**src/rtl/xregfile_mbist_ctrl.sv**
```systemverilog
// xregfile_mbist_ctrl: March C- MBIST engine for the register-file wrapper BIST port
//   Build option: define BIST_DIAG_EN to capture the first failure and count mismatches;
//   without it the diagnostic ports are tied to 0.
//   clk, rst_n      clock, asynchronous active-low reset
//   start_i         launch pulse, accepted in IDLE/DONE
//   bist_o          wrapper BIST select, high in RUN/DRAIN
//   csn_t_o/wen_t_o chip select (active low) / 0=write 1=read
//   a_t_o/d_t_o     logical address (MSB 0) / write data
//   q_t_i           wrapper read data, valid the cycle after a read
//   busy_o/done_o/pass_o   status; pass_o valid with done_o
//   fail_addr_o/fail_exp_o/fail_act_o/err_cnt_o   first-failure diagnostics, mismatch count
module xregfile_mbist_ctrl #(
  parameter int                    ADDR_WIDTH = 5,
  parameter int                    DATA_WIDTH = 32,
  parameter logic [DATA_WIDTH-1:0] DATA_BG    = '0
) (
  input  logic                  clk,
  input  logic                  rst_n,
  input  logic                  start_i,
  output logic                  bist_o,
  output logic                  csn_t_o,
  output logic                  wen_t_o,
  output logic [ADDR_WIDTH-1:0] a_t_o,
  output logic [DATA_WIDTH-1:0] d_t_o,
  input  logic [DATA_WIDTH-1:0] q_t_i,
  output logic                  busy_o,
  output logic                  done_o,
  output logic                  pass_o,
  output logic [ADDR_WIDTH-1:0] fail_addr_o,
  output logic [DATA_WIDTH-1:0] fail_exp_o,
  output logic [DATA_WIDTH-1:0] fail_act_o,
  output logic [7:0]            err_cnt_o
);
  localparam int LW = ADDR_WIDTH - 1;
  // Highest issued logical address; all-ones maps to unwritable phys 0.
  localparam logic [LW-1:0] LAST = LW'(2**LW - 2);
  typedef enum logic [1:0] {IDLE, RUN, DRAIN, DONE} state_t;
  state_t          state_q, state_d;
  logic [2:0]      elem_q, elem_d;
  logic [LW-1:0]   addr_q, addr_d;
  logic            ph_q, ph_d;
  logic            pend_vld_q, pass_q;
  logic [DATA_WIDTH-1:0] pend_exp_q;
  logic            run, launch, dn, single, is_rd, op_last, addr_end, mismatch;
  logic [DATA_WIDTH-1:0] exp_d;
  // Elements M0 and M5 issue one op per address; M1-M4 issue read then write (ph_q).
  assign run      = state_q == RUN;
  assign launch   = start_i && (state_q == IDLE || state_q == DONE);
  assign dn       = elem_q >= 3'd3;
  assign single   = elem_q == 3'd0 || elem_q == 3'd5;
  assign is_rd    = elem_q == 3'd5 || (!single && !ph_q);
  assign op_last  = single || ph_q;
  assign addr_end = dn ? addr_q == '0 : addr_q == LAST;
  assign exp_d    = (elem_q == 3'd2 || elem_q == 3'd4) ? ~DATA_BG : DATA_BG;
  assign mismatch = pend_vld_q && q_t_i != pend_exp_q;
  assign bist_o   = run || state_q == DRAIN;
  assign busy_o   = bist_o;
  assign done_o   = state_q == DONE;
  assign pass_o   = done_o && pass_q;
  assign csn_t_o  = !run;
  assign wen_t_o  = !run || is_rd;
  assign a_t_o    = run ? {1'b0, addr_q} : '0;
  assign d_t_o    = (run && !is_rd) ? ((elem_q == 3'd1 || elem_q == 3'd3) ? ~DATA_BG : DATA_BG) : '0;
  always_comb begin
    state_d = state_q;
    elem_d  = elem_q;
    addr_d  = addr_q;
    ph_d    = ph_q;
    case (state_q)
      IDLE, DONE: if (start_i) begin
        state_d = RUN;
        elem_d  = '0;
        addr_d  = '0;
        ph_d    = 1'b0;
      end
      RUN: begin
        ph_d = !op_last;
        if (op_last && !addr_end) addr_d = dn ? addr_q - LW'(1) : addr_q + LW'(1);
        if (op_last && addr_end) begin
          if (elem_q == 3'd5) state_d = DRAIN;
          else begin
            elem_d = elem_q + 3'd1;
            addr_d = elem_q >= 3'd2 ? LAST : '0;
          end
        end
      end
      default: state_d = DONE;
    endcase
  end
  always_ff @(posedge clk or negedge rst_n) begin
    if (!rst_n) begin
      state_q    <= IDLE;
      elem_q     <= '0;
      addr_q     <= '0;
      ph_q       <= 1'b0;
      pend_vld_q <= 1'b0;
      pend_exp_q <= '0;
      pass_q     <= 1'b0;
    end else begin
      state_q    <= state_d;
      elem_q     <= elem_d;
      addr_q     <= addr_d;
      ph_q       <= ph_d;
      pend_vld_q <= run && is_rd;
      pend_exp_q <= exp_d;
      if (launch) pass_q <= 1'b1;
      else if (mismatch) pass_q <= 1'b0;
    end
  end
`ifdef BIST_DIAG_EN
  logic [LW-1:0]         pend_addr_q, fail_addr_q;
  logic [DATA_WIDTH-1:0] fail_exp_q, fail_act_q;
  logic [7:0]            err_cnt_q;
  // pass_q still set means this mismatch is the first of the run.
  always_ff @(posedge clk or negedge rst_n) begin
    if (!rst_n) begin
      pend_addr_q <= '0;
      fail_addr_q <= '0;
      fail_exp_q  <= '0;
      fail_act_q  <= '0;
      err_cnt_q   <= '0;
    end else begin
      pend_addr_q <= addr_q;
      if (launch) begin
        fail_addr_q <= '0;
        fail_exp_q  <= '0;
        fail_act_q  <= '0;
        err_cnt_q   <= '0;
      end else if (mismatch) begin
        if (pass_q) begin
          fail_addr_q <= pend_addr_q;
          fail_exp_q  <= pend_exp_q;
          fail_act_q  <= q_t_i;
        end
        if (err_cnt_q != 8'hFF) err_cnt_q <= err_cnt_q + 8'd1;
      end
    end
  end
  assign fail_addr_o = {1'b0, fail_addr_q};
  assign fail_exp_o  = fail_exp_q;
  assign fail_act_o  = fail_act_q;
  assign err_cnt_o   = err_cnt_q;
`else
  assign fail_addr_o = '0;
  assign fail_exp_o  = '0;
  assign fail_act_o  = '0;
  assign err_cnt_o   = '0;
`endif
endmodule

```
**config.mk**
```make
export PLATFORM = sky130hd
export DESIGN_NAME = xregfile_mbist_ctrl
export DESIGN_NICKNAME = d
export VERILOG_FILES = /design/src/rtl/xregfile_mbist_ctrl.sv
export SDC_FILE = /design/constraint.sdc
export NUM_CORES = 1
export LEC_CHECK = 0
export CORE_UTILIZATION = 29
export DETAILED_ROUTE_END_ITERATION = 10
export GPL_ROUTABILITY_DRIVEN = 0
export GPL_TIMING_DRIVEN = 0
export PLACE_DENSITY = 0.73
export SLEW_MARGIN = 10
export SYNTH_ARGS = -nofsm -noshare
export SYNTH_HDL_FRONTEND = slang
export SYNTH_SLANG_ARGS = --single-unit
```
**constraint.sdc**
```tcl
create_clock -name clk -period 2.69 [get_ports clk]
set_input_delay 0.538 -clock clk [delete_from_list [all_inputs] [get_ports clk]]
set_output_delay 0.538 -clock clk [all_outputs]
set_load 0.1 [all_outputs]
```
==> results of run 1 <==
[routing by layer]
metal	wire length, microns	share of wire
met5	0	0
met3	311	0.060
met2	3020	0.58
met1	1840	0.35
met4	53	0.010
[synthesized netlist by cell type, drive strengths merged, types with 3 or more instances]
| cell | n | area [sq um] |
|---|---|---|
| a21oi | 6 | 41.3 |
| a22o | 5 | 43.8 |
| a31oi | 5 | 31.3 |
| and2 | 4 | 27.5 |
| buf | 112 | 845 |
| dfrtp | 13 | 325 |
| ha | 10 | 125 |
| inv | 11 | 43.8 |
| mux2i | 3 | 30.0 |
| nand2 | 9 | 33.8 |
| nand3 | 4 | 20.0 |
| nand4 | 6 | 37.5 |
| nor2 | 13 | 56.3 |
| nor3 | 10 | 55.1 |
| nor4 | 5 | 46.3 |
| o21ai | 8 | 51.3 |
[layout by cell type (no fill, tap or decap), types with 2 or more instances in the layout]
cell	n
a32o_1	2
nor2_4	4
nand3_1	4
clkdlybuf4s50_1	36
buf_6	33
o21ai_1	2
inv_2	2
clkbuf_8	3
nand2_1	8
a31oi_1	5
o21ai_0	5
buf_12	2
ha_1	10
a21oi_1	4
nor3_1	9
and2_1	3
inv_1	8
dfrtp_1	13
nor4_1	4
a22o_1	5
o211ai_1	2
o31ai_1	2
buf_4	111
nor2_1	9
clkdlybuf4s15_2	2
clkbuf_1	2
nand4_1	6
mux2i_1	3
conb_1	78
dlygate4sd2_1	4
[critical path: cells and delay by family, from the launching register on]
family                   cells  cell delay (ns)
buffers and inverters        3             1.17
adder cells (fa/ha/maj)      1             0.23
flip-flops                   1             0.41
[final cells by class]
class	instances	area [sq um]	share of cell area
Inverter	12	48.8	0.0142
Tap cell	96	120	0.0350
Multi-Input combinational cell	194	1200	0.350
Timing Repair Buffer	79	832	0.242
Clock buffer	4	45.0	0.0131
Buffer	113	860	0.250
Sequential cell	13	325	0.0947
[worst max path at each step]
stage               startpoint        end
floorplan            elem_q[1]  d_t_o[10]
detailed placement   elem_q[1]  d_t_o[27]
CTS                 state_q[0]     busy_o
global placement     elem_q[1]  d_t_o[19]
finish              state_q[0]    csn_t_o
global route         elem_q[1]  d_t_o[18]
[per-stage QoR]
stage / instances / hold slack (ns) / power (mW)
floorplan: 331 / 0.242 / 1.90
global placement: 503 / 0.486 / 2.22
detailed placement: 503 / 0.482 / 2.24
CTS: 511 / 0.500 / 2.41
global route: 511 / 0.526 / 2.49
finish: 511 / 0.497 / 2.39
[registers in the layout, indices dropped and copies added, names as in the netlist]
signal / count
state_q: 2
pend_exp_q: 1
addr_q: 4
pass_q: 1
pend_vld_q: 1
ph_q: 1
elem_q: 3
[what timing repair did]
action,in CTS,in global routing
pin swaps,3,0
resized for setup,209,34
setup buffers,3,0
setup endpoints to repair,40,33
cloned,1,0
[logic make-up after synthesis]
group	Yosys count	share of synthesized area
xor gates and xnor gates	2	0.00839
DFF	13	0.156
AOI/OAI and AO/OA	39	0.149
other	1	0.00180
and+or+nand+nor	58	0.159
buffers and inverters	125	0.429
muxes	5	0.0270
adders and majority gates	11	0.0695
[power groups by stage]
stage | Combinational [mW] | Sequential (mW) | Clock, mW
4_1_cts | 1.94 | 0.282 | 0.184
3_5_place_dp | 1.96 | 0.286 | 0
2_1_floorplan | 1.63 | 0.273 | 0
3_3_place_gp | 1.94 | 0.282 | 0
5_1_grt | 2.01 | 0.286 | 0.192
6_report | 1.93 | 0.282 | 0.177
==> key figures, run 1 <==
Critical path
  – Crit Path Max Fanout: 10
  – Crit. End Element: output pin
  – Worst-path cell chain: ha_1 -> buf_6 -> clkinv_2 -> dlygate4sd2_1
  – Cells on worst reg2reg path: 11
  – CP startpoint kind: register
  – Critical Path AT: 2.06 ns
  – RR Startpoint: elem_q[2]
  – Crit Reg-Reg Endpoint: addr_q[3]
  – Worst Path Required: ~2.2 ns
  – Critical path's largest stage delay: 0.88 ns
  – Slowest CP cell: dlygate4sd2_1
  – Critical path type: reg -> out
  – Reg-to-reg slack, setup: 0.28 ns

Logic synthesis
  – Primary FF master, synth: dfrtp_1
  – Warnings, synthesis: 0
  – Post-synth EDFFs: 0
  – Ys async rst share: 1.00
  – Seq/Total Area, Yosys: 0.156
  – #FFs+latches synth: 13
  – Avg Inst Size Synth: 8.22 sq um
  – Synth unique cells: between 50 and 60
  – Mapped Area: between 0.002 and 0.0025 sq mm
  – Mapped Cells: 254

CTS
  – Clock sinks: 13
  – CTS tree: yes
  – TritonCTS buffer count: 3
  – CTS Buffer Depth: 2
  – Root buffer cell: clkbuf_8
  – Hold bufs inserted after CTS: 0
  – Worst-path clk slew: around 0.050 ns
  – Clock Latency Late Sink: around 0.25 ns
  – H-tree depth: 1

Power
  – Worst vdd ir: approximately 0.55 mV
  – Pwr dens: ~700 mW/mm^2
  – Combinational power share: 0.808
  – Flop pwr share: 0.118
  – Int Power: 0.788 mW
  – Switching Share: 0.671
  – Clock network fraction of total power: 0.074
  – P_sw: between 1.5 and 2 mW
  – Lkg Pwr: 1.83 nW

Status
  – Status: finished clean

Placed design
  – Detail Placement HPWL: 4.32 mm
  – Placed cell area: around 0.0033 sq mm
  – I/O Buffers: 76
  – Pre-CTS WS: -1.04 ns

Final layout
  – Ant. Diodes: 0
  – P&R area growth vs syn: 64.5%
  – Fillcell total: ~650
  – Design area: ~0.0034 sq mm
  – Core Util, Final: 0.500
  – # nets final: 462
  – Fraction of layout cells with a size suffix above 1: 0.429

Timing
  – Final setup fails: 0
  – RSZ-0062 raised after global routing: false
  – Final hold violation count: 0
  – Period minus WS final: ~2.6 ns
  – Final period util: 0.966
  – Worst slew pin tran: 0.969 ns
  – Setup ws final: approximately 0.091 ns
  – Post-route setup TNS: 0 ns
  – Fmax: 385 MHz
  – Clk_skew: around 0.0005 ns
  – Slew Limit Headroom: 0.352
  – Max Slew Vio Count: 0

Floorplanning
  – Die Height: 86.9 microns
  – Initial Util: 0.304
  – Die Area: 0.00754 sq mm
  – Core Area: approximately 0.0069 sq mm
  – Num rows: 30
  – Die W: about 87 microns
  – I/O pins: approximately 160

Route
  – DR vias/cell: roughly 4
  – Antenna-violating nets left: 0
  – Avg WL per Cell: about 10 microns
  – Via count: around 2000
  – Starting DRT DRC Count: 41
  – DRT Wirelength: roughly 5.2 mm
  – # DRC: 0
  – DR pass1 iterations: 4

Hold path
  – Hold EP: pass_q
  – Hold/Removal Path Class: reg -> reg
  – Worst Hold Path Cells: 1
  – Hold Crit Start: pass_q

Global route
  – Met3 GRT Util: 0.0265
  – Gr busiest metal: met2
  – GRT overflow: 0
  – Met2 usage: 0.270
  – GRT Total Usage: 0.133
  – First-pass GRT wire length: between 8 and 9 mm
  – M1 GR Usage: 0.136
  – Largest net degree at the start of global routing: 17
  – Vias in the first global route: 1783
  – Initial antenna violation count: 0

Flow run
  – Max_cap viols: 0
(Power assumes the default switching activity.)
==> inputs of run 2 (changes only) <==
CAP_MARGIN = 15   (was unset)
==> results of run 2 <==
Final layout, timing and power as in run 1 (identical DEF).
